$ cat src/rtl/alu_muldiv_pkg.sv
`default_nettype none
// +--------------------------------------------------------------------+
// | alu_muldiv_pkg                                                     |
// | Shared constants, funct3 codes and FSM encoding for alu_muldiv.    |
// | Revision: 1.0                                                      |
// +--------------------------------------------------------------------+
package alu_muldiv_pkg;

  localparam int XLEN  = 32;
  localparam int CNT_W = 6;

  localparam logic [2:0] F3_MUL    = 3'b000;
  localparam logic [2:0] F3_MULH   = 3'b001;
  localparam logic [2:0] F3_MULHSU = 3'b010;
  localparam logic [2:0] F3_MULHU  = 3'b011;
  localparam logic [2:0] F3_DIV    = 3'b100;
  localparam logic [2:0] F3_DIVU   = 3'b101;
  localparam logic [2:0] F3_REM    = 3'b110;
  localparam logic [2:0] F3_REMU   = 3'b111;

  typedef enum logic [1:0] {
    S_IDLE = 2'b00,
    S_CALC = 2'b01,
    S_FIX  = 2'b10,
    S_DONE = 2'b11
  } state_e;

  function automatic logic signed_a(input logic [2:0] f3);
    return (f3 == F3_MULH) || (f3 == F3_MULHSU) || (f3 == F3_DIV) || (f3 == F3_REM);
  endfunction

  function automatic logic signed_b(input logic [2:0] f3);
    return (f3 == F3_MULH) || (f3 == F3_DIV) || (f3 == F3_REM);
  endfunction

endpackage
`default_nettype wire

$ cat src/rtl/muldiv_signfix.sv
`default_nettype none
// +--------------------------------------------------------------------+
// | muldiv_signfix                                                     |
// | Operand magnitude conversion and final sign fix / result select.   |
// | Revision: 1.0                                                      |
// +--------------------------------------------------------------------+
module muldiv_signfix #(
  parameter int XLEN = alu_muldiv_pkg::XLEN
) (
  input  logic [2:0]        funct3_i,
  input  logic [XLEN-1:0]   op_a_i,
  input  logic [XLEN-1:0]   op_b_i,
  output logic [XLEN-1:0]   a_mag_o,
  output logic [XLEN-1:0]   b_mag_o,
  output logic              res_neg_o,
  output logic              rem_neg_o,
  input  logic [2:0]        f3_i,
  input  logic              neg_i,
  input  logic              rneg_i,
  input  logic [2*XLEN-1:0] prod_i,
  input  logic [XLEN-1:0]   quot_i,
  input  logic [XLEN-1:0]   rem_i,
  output logic [XLEN-1:0]   sel_o
);
  import alu_muldiv_pkg::*;

  logic              a_neg;
  logic              b_neg;
  logic [2*XLEN-1:0] prod_fix;
  logic [XLEN-1:0]   quot_fix;
  logic [XLEN-1:0]   rem_fix;

  always_comb begin
    a_neg     = signed_a(funct3_i) & op_a_i[XLEN-1];
    b_neg     = signed_b(funct3_i) & op_b_i[XLEN-1];
    a_mag_o   = a_neg ? (~op_a_i + 1'b1) : op_a_i;
    b_mag_o   = b_neg ? (~op_b_i + 1'b1) : op_b_i;
    res_neg_o = a_neg ^ b_neg;
    rem_neg_o = a_neg;

    prod_fix = neg_i  ? (~prod_i + 1'b1) : prod_i;
    quot_fix = neg_i  ? (~quot_i + 1'b1) : quot_i;
    rem_fix  = rneg_i ? (~rem_i  + 1'b1) : rem_i;

    case (f3_i)
      F3_MUL:                       sel_o = prod_fix[XLEN-1:0];
      F3_MULH, F3_MULHSU, F3_MULHU: sel_o = prod_fix[2*XLEN-1:XLEN];
      F3_DIV, F3_DIVU:              sel_o = quot_fix;
      default:                      sel_o = rem_fix;
    endcase
  end

endmodule
`default_nettype wire

$ cat src/rtl/alu_muldiv.sv
`default_nettype none
// +--------------------------------------------------------------------+
// | alu_muldiv                                                         |
// | Iterative RV32M multiply/divide with start/busy/done handshake.    |
// | Revision: 1.0                                                      |
// +--------------------------------------------------------------------+
module alu_muldiv #(
  parameter int XLEN  = alu_muldiv_pkg::XLEN,
  parameter int CNT_W = alu_muldiv_pkg::CNT_W
) (
  input  logic            clk,
  input  logic            rst,
  input  logic            start,
  input  logic            kill,
  input  logic [2:0]      funct3,
  input  logic [XLEN-1:0] op_a,
  input  logic [XLEN-1:0] op_b,
  output logic            busy,
  output logic            done,
  output logic [XLEN-1:0] result
);
  import alu_muldiv_pkg::*;

  state_e            state_q;
  logic [CNT_W-1:0]  cnt_q;
  logic [2:0]        f3_q;
  logic [XLEN-1:0]   opnd_q;
  logic [2*XLEN-1:0] acc_q;
  logic [XLEN:0]     rem_q;
  logic              neg_q;
  logic              rneg_q;
  logic              busy_q;
  logic              done_q;
  logic [XLEN-1:0]   result_q;

  logic [XLEN-1:0]   a_mag;
  logic [XLEN-1:0]   b_mag;
  logic [XLEN-1:0]   sel;
  logic              res_neg;
  logic              rem_neg;
  logic              div_zero;
  logic              div_ovf;
  logic [XLEN:0]     mul_sum;
  logic [XLEN+1:0]   div_trial;
  logic [2*XLEN-1:0] acc_d;
  logic [XLEN:0]     rem_d;

  muldiv_signfix #(.XLEN(XLEN)) u_signfix (
    .funct3_i  (funct3),
    .op_a_i    (op_a),
    .op_b_i    (op_b),
    .a_mag_o   (a_mag),
    .b_mag_o   (b_mag),
    .res_neg_o (res_neg),
    .rem_neg_o (rem_neg),
    .f3_i      (f3_q),
    .neg_i     (neg_q),
    .rneg_i    (rneg_q),
    .prod_i    (acc_q),
    .quot_i    (acc_q[XLEN-1:0]),
    .rem_i     (rem_q[XLEN-1:0]),
    .sel_o     (sel)
  );

  assign div_zero = funct3[2] && (op_b == '0);
  assign div_ovf  = funct3[2] && !funct3[0] && (op_a == {1'b1, {(XLEN-1){1'b0}}}) && (op_b == '1);

  // Multiply keeps the multiplier in acc_q low half and shifts it out LSB first;
  // divide shifts the dividend out of acc_q MSB first while quotient bits enter at bit 0.
  always_comb begin
    mul_sum   = {1'b0, acc_q[2*XLEN-1:XLEN]} + {1'b0, (acc_q[0] ? opnd_q : {XLEN{1'b0}})};
    div_trial = {rem_q, acc_q[XLEN-1]} - {2'b00, opnd_q};
    if (f3_q[2]) begin
      rem_d = div_trial[XLEN+1] ? {rem_q[XLEN-1:0], acc_q[XLEN-1]} : div_trial[XLEN:0];
      acc_d = {acc_q[2*XLEN-1:XLEN], acc_q[XLEN-2:0], ~div_trial[XLEN+1]};
    end else begin
      rem_d = rem_q;
      acc_d = {mul_sum, acc_q[XLEN-1:1]};
    end
  end

  always_ff @(posedge clk or posedge rst) begin
    if (rst) begin
      state_q  <= S_IDLE;
      cnt_q    <= '0;
      f3_q     <= '0;
      opnd_q   <= '0;
      acc_q    <= '0;
      rem_q    <= '0;
      neg_q    <= 1'b0;
      rneg_q   <= 1'b0;
      busy_q   <= 1'b0;
      done_q   <= 1'b0;
      result_q <= '0;
    end else begin
      done_q <= 1'b0;
      case (state_q)
        S_IDLE: begin
          if (start && !kill) begin
            f3_q   <= funct3;
            neg_q  <= res_neg;
            rneg_q <= rem_neg;
            cnt_q  <= '0;
            if (div_zero) begin
              result_q <= funct3[1] ? op_a : {XLEN{1'b1}};
              done_q   <= 1'b1;
              state_q  <= S_DONE;
            end else if (div_ovf) begin
              result_q <= funct3[1] ? {XLEN{1'b0}} : {1'b1, {(XLEN-1){1'b0}}};
              done_q   <= 1'b1;
              state_q  <= S_DONE;
            end else begin
              opnd_q  <= funct3[2] ? b_mag : a_mag;
              acc_q   <= {{XLEN{1'b0}}, (funct3[2] ? a_mag : b_mag)};
              rem_q   <= '0;
              busy_q  <= 1'b1;
              state_q <= S_CALC;
            end
          end
        end
        S_CALC: begin
          if (kill) begin
            busy_q  <= 1'b0;
            state_q <= S_IDLE;
          end else begin
            acc_q <= acc_d;
            rem_q <= rem_d;
            cnt_q <= cnt_q + 1'b1;
            if (cnt_q == CNT_W'(XLEN-1)) begin
              state_q <= S_FIX;
            end
          end
        end
        S_FIX: begin
          busy_q <= 1'b0;
          if (kill) begin
            state_q <= S_IDLE;
          end else begin
            result_q <= sel;
            done_q   <= 1'b1;
            state_q  <= S_DONE;
          end
        end
        default: begin
          state_q <= S_IDLE;
        end
      endcase
    end
  end

  assign busy   = busy_q;
  assign done   = done_q;
  assign result = result_q;

endmodule
`default_nettype wire
$ cat config.mk
export PLATFORM = sky130hd
export DESIGN_NAME = alu_muldiv
export DESIGN_NICKNAME = d
export VERILOG_FILES = /design/src/rtl/alu_muldiv_pkg.sv /design/src/rtl/muldiv_signfix.sv /design/src/rtl/alu_muldiv.sv
export SDC_FILE = /design/constraint.sdc
export NUM_CORES = 1
export LEC_CHECK = 0
export BUFFER_PORTS_ARGS = -buffer_cell sky130_fd_sc_hd__buf_2
export CAP_MARGIN = 20
export CORE_ASPECT_RATIO = 1.25
export CORE_MARGIN = 10
export CORE_UTILIZATION = 30
export CTS_BUF_LIST = sky130_fd_sc_hd__clkbuf_2
export DETAILED_ROUTE_END_ITERATION = 8
export PLACE_DENSITY = 0.53
export SLEW_MARGIN = 0
export SYNTH_ARGS = -nofsm -noshare
export SYNTH_HDL_FRONTEND = slang
export SYNTH_SLANG_ARGS = --single-unit
$ cat constraint.sdc
create_clock -name clk -period 12.75 [get_ports clk]
set_clock_uncertainty 0.05 [all_clocks]
set_input_delay 0.6375 -clock clk [delete_from_list [all_inputs] [get_ports clk]]
set_output_delay 0.6375 -clock clk [all_outputs]
set_load 0.01 [all_outputs]
==> out/metrics.csv, run 1 <==
metric,value,unit
layout_setup_ws,8.24,ns
power.leakage,7.20,nW
grt_util_met2,0.328,
drt_first_iter_violations,1735,
fin_crit,4.51,ns
h-tree-depth,4,
wl_per_cell,23.4,um
synthFlopType,dfrtp_1,
synthTopCellsByArea,"dfrtp_1, o21ai_0, xor2_1",
cts-buffers-inserted,17,
design.die.area,62700,um2
async_flop_share,1.00,
place_congestion,0.949,
syn_inst,2062,
power_density,202,nW/um2
grt-busiest-layer,met2,
hold_viol,0,
overflow,0,
clk_pin_slew,0.28,ns
slew_violations,0,
ys_warn_count,0,
irDropWorstVdd,81.6,uV
synth_area_per_cell,7.72,um2
num_vias,16049,
worst_pin_slew,1.08,ns
post-route-period-util,0.353,
root_buffer,clkbuf_2,
final_util,0.329,
cts_sinks,176,
cpMostUsedCell,buf_4,
start_util,0.303,
cpPeakStageDelay,0.88,ns
chipWidth,226,um
core.rowCount,94,
grt_pass1_vias,15432,
crit_arrival,5.27,ns
io_pins,105,
grt_first_pass_wirelength,97400,um
track_usage,0.203,
p_switching,0.00186,W
synth_top_area_share,0.277,
gr-usage-met3,0.0370,
die_y,278,um
synth.yosys.seq_area_share,0.277,
status,"complete, no violations",
start_kind,flop,
cts-resized-gates,0,
drc,0,
slew-limit-headroom,0.278,
drtPass1Iterations,6,
cp-end-kind,flop,
cts_setup_buffers,0,
clockBufferDepth,2,
clockPowerShare,0.097,
wirelength,64900,um
vias_per_cell,5.78,
cts.hold.buffers_added,2,
post-dp-hpwl,50900,um
fin_tns_setup,0,ns
p_sw_frac,0.533,
fmax,222,MHz
maxCapViolCount,0,
crit_slowest_cell,nand2_2,
cp.required,13.52,ns
drive_above_1_share,0.104,
pre_cts_ws,7.88,ns
rsz0062_at_grt,no,
yosys.area.top_type,dfrtp_1,
synth_nets,2209,
worstSetupPathType,reg -> reg,
port_buffers,104,
crit_chain,"inv_1, ha_2, buf_4, nor2_1, nor3_1, nand2_2, nor2_2, buf_4, nand2_1, o21ai_0",
p_int,0.00163,W
synth_edf_count,0,
hp-class,in -> reg,
antenna_found_initial,1,
core,52600,um2
p_comb_frac,0.604,
clk_latency,0.91,ns
syn_area,15900,um2
final_cell_mix,"o21ai_0, nand2_1, nor2_1",
antenna_left,0,
grt_start_max_net_pins,118,
cts_tree,yes,
setup_viol,0,
yosysUniqueCellTypes,77,
critPathMaxFanout,71,
grt_util_met1,0.253,
yosys_register_bits,176,
layout_commonest_cell,o21ai_0,
area_delta_synth_final,8.56,%
nNetsFinal,2239,
p_seq_frac,0.299,
==> metrics by stage <==
stage	hold WS, ns	power (W)	area (um2)	cells
after detailed placement	0.421	0.00312	17000	2742
after global routing	0.0667	0.00376	17300	2777
after CTS	0.0103	0.00346	17300	2775
after floorplan	0.400	0.00242	15900	2062
final	0.0534	0.00349	17300	2778
after global placement	0.413	0.00308	17000	2742
==> worst max-delay path: cells and delay by family, from the launching register on <==
kind / cells / cell delay, ns
buffers and inverters: 3 / 1.08
and+or+nand+nor: 5 / 2.39
adders and majority gates: 1 / 0.16
DFF: 1 / 0.46
AOI/OAI and AO/OA: 1 / 0.26
==> layer usage <==
metal,wire length (um),up-vias
li1,-,7574
met4,3310,0
met5,0,-
met3,4440,136
met2,30300,641
met1,26800,7698
==> cell type report <==
| cell class | instances | area (um2) |
|---|---|---|
| inverter | 73 | 282 |
| tap | 672 | 841 |
| fill | 5643 | 35300 |
| multi-input combinational | 1699 | 10800 |
| antenna | 2 | 5.00 |
| clock inverter | 12 | 158 |
| clock buffer | 19 | 95.1 |
| timing repair buffer | 125 | 686 |
| sequential | 176 | 4410 |
==> sequential cells by signal, summed over array words and instances (netlist names) <==
register  flops
f3_q          3
rem_q        33
result       32
cnt_q         6
opnd_q       32
neg_q         1
busy          1
state_q       2
rneg_q        1
done          1
acc_q        64
==> final timing paths <==
kind                            depth (start not counted)          to  slack, ns        from
worst max-delay path                                   10   rem_q[17]       8.24  state_q[1]
worst min-delay path                                    3   opnd_q[0]       0.05     op_a[0]
worst max register to register                         10   rem_q[17]       8.24  state_q[1]
worst min register to register                          2  opnd_q[11]       0.47  opnd_q[11]
max in group asynchronous                               4   acc_q[45]      10.93         rst
min in group asynchronous                               3  result[24]       0.28         rst
==> synthesized netlist by cell type (all sizes together) (31+ instances only) <==
cell / number
dfrtp: 176
o21ai: 249
inv: 73
nand2: 235
nor2: 183
a211oi: 37
o31ai: 46
ha: 74
nand3: 61
a21oi: 166
mux2: 31
clkbuf: 96
xnor2: 84
xor2: 116
==> power groups by stage <==
stage	Combinational, W	Clock (W)	Sequential (W)
after floorplan	0.00147	0	0.000946
after global placement	0.00204	0	0.00104
after detailed placement	0.00207	0	0.00105
after CTS	0.00208	0.000346	0.00104
after global routing	0.00232	0.000366	0.00107
final	0.00211	0.000340	0.00104
==> cells by family (layout without fill, tap and decap cells) <==
group,count (synthesis),count (layout),synth area share
buf+inv,187,229,0.0457
other cells,0,2,0
simple gates,694,694,0.210
flops,176,176,0.277
mux,44,44,0.0301
xor+xnor,200,200,0.110
compound gates,685,685,0.266
fa+ha+maj,76,76,0.0607
No activity file was read; power rests on OpenSTA's default activity.
==> inputs of run 2 (changes only) <==
Settings changed: PLACE_DENSITY 0.53 to 0.55.
Clock period 12.75 ns to 3.65 ns, I/O delays scaled along.
==> run 2 against run 1 <==
Total power grew to 3.7 times the previous value; utilization grew 3.8 points; register-to-register slack lost 8.1 ns; die area is the same; sequential share of layout area shrank 2.6 points; clock-buffer cell count shrank 2; final cell count grew 7.4%; combinational power grew to 3.9 times the previous value.
==> out/metrics.csv, run 2 (synthesized netlist as in run 1, its figures left out) <==
metric,value,unit,change
status,"complete, no violations",,
num_vias,16778,,+4.5%
fin_tns_setup,0,ns,unchanged
post-dp-hpwl,54700,um,+7.4%
drtPass1Iterations,5,,-1
cts_tree,yes,,
cts_sinks,176,,unchanged
power_density,667,nW/um2,+230%
irDropWorstVdd,305,uV,+270%
place_congestion,0.961,,+1.2%
fin_crit,3.50,ns,
clockPowerShare,0.087,,-0.010
hold_viol,0,,unchanged
cts-buffers-inserted,17,,unchanged
slew_violations,0,,unchanged
grt_first_pass_wirelength,103000,um,+5.7%
drc,0,,unchanged
grt_pass1_vias,16414,,+6.4%
final_cell_area,19300,um2,+11%
critPathMaxFanout,5,,-93%
antenna_left,0,,unchanged
design.die.area,62700,um2,unchanged
post-route-period-util,0.959,,
place_area,17800,um2,+4.8%
place_inst,2834,,+3.4%
grt_start_max_net_pins,86,,-27%
crit_chain,"dlygate4sd3_1, buf_2, or4_4, or4b_2, or3_4, nand2_1, xnor2_1, nor2_1, dlygate4sd3_1, a211oi_1, dlygate4sd3_1, a21oi_1, o21ai_0",,
crit_slowest_cell,or4b_2,,
root_buffer,clkbuf_2,,
p_seq_frac,0.268,,-0.031
core,52600,um2,unchanged
final_cell_mix,"o21ai_0, nand2_1, nor2_1",,
fin_total_pwr,0.0128,W,+270%
fmax,286,MHz,
antenna_found_initial,2,,+1
track_usage,0.216,,+0.0129
cpPeakStageDelay,0.64,ns,-0.24 ns
p_int,0.00610,W,+270%
cp.required,4.48,ns,-9.04 ns
p_sw_frac,0.525,,-0.00837
clk_latency,0.97,ns,+0.06 ns
h-tree-depth,4,,unchanged
crit_arrival,4.33,ns,-0.94 ns
top_regs,"acc_q (64), rem_q (33)",,
start_kind,input port,,
clockBufferDepth,2,,unchanged
cpMostUsedCell,dlygate4sd3_1,,
start_util,0.303,,unchanged
die_y,278,um,unchanged
p_comb_frac,0.645,,+0.041
wl_per_cell,22.8,um,-2.2%
drt_first_iter_violations,1526,,-12%
power.leakage,8.17,nW,+13%
nNetsFinal,2444,,+9.2%
overflow,0,,unchanged
vias_per_cell,5.62,,-2.7%
regMostFlops,acc_q,,
core.rowCount,94,,unchanged
clk_pin_slew,0.34,ns,+0.06 ns
worstSetupPathType,in -> reg,,
slew-limit-headroom,0.323,,+0.0449
wirelength,68200,um,+5.0%
largest_reg_flops,64,,unchanged
maxCapViolCount,0,,unchanged
hp-class,in -> reg,,
layout_commonest_cell,o21ai_0,,
worst_pin_slew,1.01,ns,-0.0646 ns
rsz0062_at_grt,no,,
final_cells,2984,,+7.4%
port_buffers,104,,unchanged
setup_viol,0,,unchanged
p_switching,0.00674,W,+260%
io_pins,105,,unchanged
drive_above_1_share,0.138,,+0.0345
chipWidth,226,um,unchanged
area_delta_synth_final,21.0,%,
cp-end-kind,flop,,
run 2: cell types whose count changed in the layout (fill, tap and decap cells not counted), moves of 2 or more:
cell / previous run / this run
dlygate4sd3_1: 2 / 114
buf_4: 20 / 102
buf_12: 0 / 11
clkinvlp_4: 2 / 6
clkinv_2: 3 / 0
bufinv_16: 3 / 1
clkbuf_2: 19 / 17
clkinv_4: 0 / 2
inv_6: 3 / 5
nor4_1: 13 / 11
or4_1: 24 / 22
or4_4: 3 / 5
run 2: power by group through the flow:
stage / sequential [W] / combinational [W] / clock [W]
5_1_grt: 0.00356 / 0.00906 / 0.00122
4_1_cts: 0.00344 / 0.00817 / 0.00115
3_5_place_dp: 0.00348 / 0.00798 / 0
2_1_floorplan: 0.00330 / 0.00515 / 0
3_3_place_gp: 0.00346 / 0.00791 / 0
6_report: 0.00344 / 0.00828 / 0.00112
run 2: timing repair:
item,CTS,global route
pin swaps,1,1
hold endpoints to repair,289,0
gates resized for setup,0,10
setup buffers,0,2
endpoints found under the setup margin,1,11
hold buffers,114,0
run 2: final cells by class:
class	instances	area, um2
Fill cell	5510	33300
Multi-Input combinational cell	1699	10800
Sequential cell	176	4410
Timing Repair Buffer	330	2640
Tap cell	672	841
Inverter	73	278
Clock inverter	15	151
Clock buffer	17	85.1
Antenna cell	2	5.00
run 2: layer usage:
metal,global-route usage,vias up,part of all wire,routed length [um]
met3,0.0359,118,0.056,3850
li1,-,7988,-,-
met2,0.357,564,0.48,32500
met5,0,-,0,0
met1,0.260,8108,0.41,28100
met4,0.117,0,0.054,3710
run 2: path summary, 6_finish.rpt:
check | start | to | slack [ns] | cells past startpoint
max | op_b[13] | acc_q[19] | 0.15 | 13
min | start | cnt_q[0] | 0.12 | 4
max reg2reg | acc_q[29] | result[19] | 0.17 | 9
min reg2reg | opnd_q[3] | opnd_q[3] | 0.47 | 2
max in group asynchronous | rst | opnd_q[19] | 2.45 | 5
min in group asynchronous | rst | cnt_q[3] | 0.22 | 4
run 2: critical path, delay by kind of cell:
kind                      cells  cell delay, ns
xor gates and xnor gates      1            0.17
AOI/OAI and AO/OA             3            0.41
buffers and inverters         4            1.82
and+or+nand+nor               5            1.76
run 2: metrics by stage:
stage / hold WS, ns / setup WS (ns) / util
after floorplan: 0.244 / 0.297 / -
after global placement: 0.156 / 0.117 / 0.339
after detailed placement: 0.156 / 0.0593 / 0.339
after CTS: 0.0579 / 0.0715 / 0.365
after global routing: 0.0692 / 0.0207 / 0.366
final: 0.118 / 0.149 / 0.366
==> inputs of run 3 (changes only) <==
Settings changed: CORE_UTILIZATION 30 to 58, PLACE_DENSITY 0.55 to 0.88.
==> run 3 against run 2 <==
Sequential cell count stayed put; clock power decreased by 4%; utilization rose by 33 points; critical path depth decreased by 1; highest routed layer is now met5.
==> out/metrics.csv, run 3 (synthesized netlist as in run 1, its figures left out) <==
metric,value,unit,change
core.rowCount,67,,-29%
hold_depth,5,,+1
fmax,275,MHz,-3.6%
design.die.area,34500,um2,-45%
layout_commonest_cell,o21ai_0,,
clk_latency,0.90,ns,-0.07 ns
rsz0062_at_grt,yes,,
critPathMaxFanout,5,,unchanged
die_y,205,um,-26%
top_regs,"acc_q (64), rem_q (33)",,
grt_start_max_net_pins,105,,+22%
area_delta_synth_final,17.7,%,
worstHoldStart,op_b[10],,
crit_chain,"dlygate4sd3_1, buf_2, or4_1, or3_1, or2_2, o41ai_2, xor2_1, dlygate4sd3_1, nor2_1, a21oi_1, dlygate4sd3_1, o21ai_0",,
cp.required,4.37,ns,-0.11 ns
root_buffer,clkbuf_2,,
irDropWorstVdd,431,uV,+41%
drc,0,,unchanged
slew-limit-headroom,0.372,,+0.0488
cts_setup_buffers,0,,unchanged
start_util,0.591,,+0.289
post-route-period-util,0.995,,+0.0356
place_inst,2489,,-12%
largest_reg_flops,64,,unchanged
maxCapViolCount,0,,unchanged
slew_violations,0,,unchanged
io_pins,105,,unchanged
drtPass1Iterations,6,,+1
track_usage,0.363,,+0.148
vias_per_cell,6.83,,+21%
cpPeakStageDelay,0.62,ns,-0.02 ns
regMostFlops,acc_q,,
place_congestion,1.06,,+10%
r2r-end,result[27],,
crit_slowest_cell,dlygate4sd3_1,,
chipWidth,168,um,-26%
core,26900,um2,-49%
start_kind,input port,,
cp-end-kind,flop,,
hold_viol,0,,unchanged
clk_pin_slew,0.26,ns,-0.08 ns
power.leakage,8.08,nW,-1.1%
final_cells,2638,,-12%
clockBufferDepth,2,,unchanged
post-dp-hpwl,47000,um,-14%
cts_sinks,176,,unchanged
nNetsFinal,2426,,-0.74%
worstSetupPathType,in -> reg,,
regToRegSetupSlack,0.13,ns,-0.04 ns
port_buffers,104,,unchanged
hp-class,in -> reg,,
fin_total_pwr,0.0127,W,-1.5%
cts_tree,yes,,
layout_setup_ws,0.0196,ns,-0.130 ns
h-tree-depth,4,,unchanged
overflow,0,,unchanged
drt_first_iter_violations,2413,,+58%
wl_per_cell,24.5,um,+7.1%
antenna_found_initial,3,,+1
grt_first_pass_wirelength,99200,um,-3.6%
hold_slack,0.0707,ns,-0.0474 ns
num_vias,18015,,+7.4%
crit_arrival,4.35,ns,+0.02 ns
fillers,2147,,-61%
cpMostUsedCell,dlygate4sd3_1,,
pre_cts_ws,0.0616,ns,+0.00231 ns
worst_pin_slew,0.943,ns,-0.0721 ns
status,"complete, no violations",,
cts-buffers-inserted,17,,unchanged
whs_endpoint,opnd_q[11],,
r2r_cells,9,,unchanged
setup_viol,0,,unchanged
antenna_left,0,,unchanged
final_cell_mix,"o21ai_0, nand2_1, nor2_1",,
power_density,676,nW/um2,+1.3%
grt_pass1_vias,17120,,+4.3%
drive_above_1_share,0.130,,-0.00802
r2r-start,acc_q[38],,
fin_crit,3.63,ns,+0.130 ns
wirelength,64500,um,-5.3%
[run 3: changes by cell type in the layout (fill, tap and decap cells not counted), sizes merged]
cell and change:
buf -20, clkbuf +3, clkinvlp -2, dlygate4sd3 +1
inv -1
[run 3: final cells by class]
type	count	area (um2)	area share
flip-flops and latches	176	4410	0.235
inverters	73	278	0.0148
repair buffers	312	2530	0.135
multi-input cells	1699	10900	0.580
clock buffers	19	95.1	0.00508
clock inverters	12	125	0.00668
well taps	345	432	0.0231
diodes	2	5.00	0.000267
[run 3: layer usage]
layer,wire length (um),track usage
met5,13,0
met2,28900,0.578
met1,23800,0.439
met4,4340,0.204
met3,7470,0.0933
[run 3: how the worst max path moves through the flow]
stage | startpoint | to | slack, ns | cells past startpoint
final | op_a[11] | opnd_q[24] | 0.02 | 12
after global routing | acc_q[0] | acc_q[61] | -0.02 | 14
after CTS | acc_q[0] | acc_q[61] | 0.00002 | 14
after detailed placement | acc_q[0] | acc_q[61] | 0.06 | 14
after global placement | acc_q[0] | acc_q[61] | 0.08 | 14
after floorplan | acc_q[36] | result[19] | 0.30 | 10
[run 3: timing repair]
action                                  4_1_cts  5_1_grt
endpoints found under the setup margin        0       25
resized for setup                             0       13
hold buffers                                115        0
endpoints found under the hold margin       286        0
[run 3: worst max-delay path, delay by kind of cell]
kind                      cells  cell delay (ns)
and+or+nand+nor               4             1.37
buffers and inverters         4             1.96
AOI/OAI and AO/OA             3             0.65
xor gates and xnor gates      1             0.18
[run 3: where the power goes]
group / internal, W / switching, W / total [W] / leakage, nW
clock: 0.000267 / 0.000806 / 0.00107 / 0.130
sequential: 0.00264 / 0.000932 / 0.00358 / 2.26
combinational: 0.00311 / 0.00489 / 0.00800 / 5.69
[run 3: metrics by stage]
| step | util | TNS (ns) | area, um2 |
|---|---|---|---|
| 5_1_grt | 0.696 | -0.0285 | 18700 |
| 3_3_place_gp | 0.642 | 0 | 17300 |
| 4_1_cts | 0.693 | 0 | 18600 |
| 3_5_place_dp | 0.642 | 0 | 17300 |
| 2_1_floorplan | - | 0 | 15900 |
| 6_report | 0.696 | 0 | 18700 |
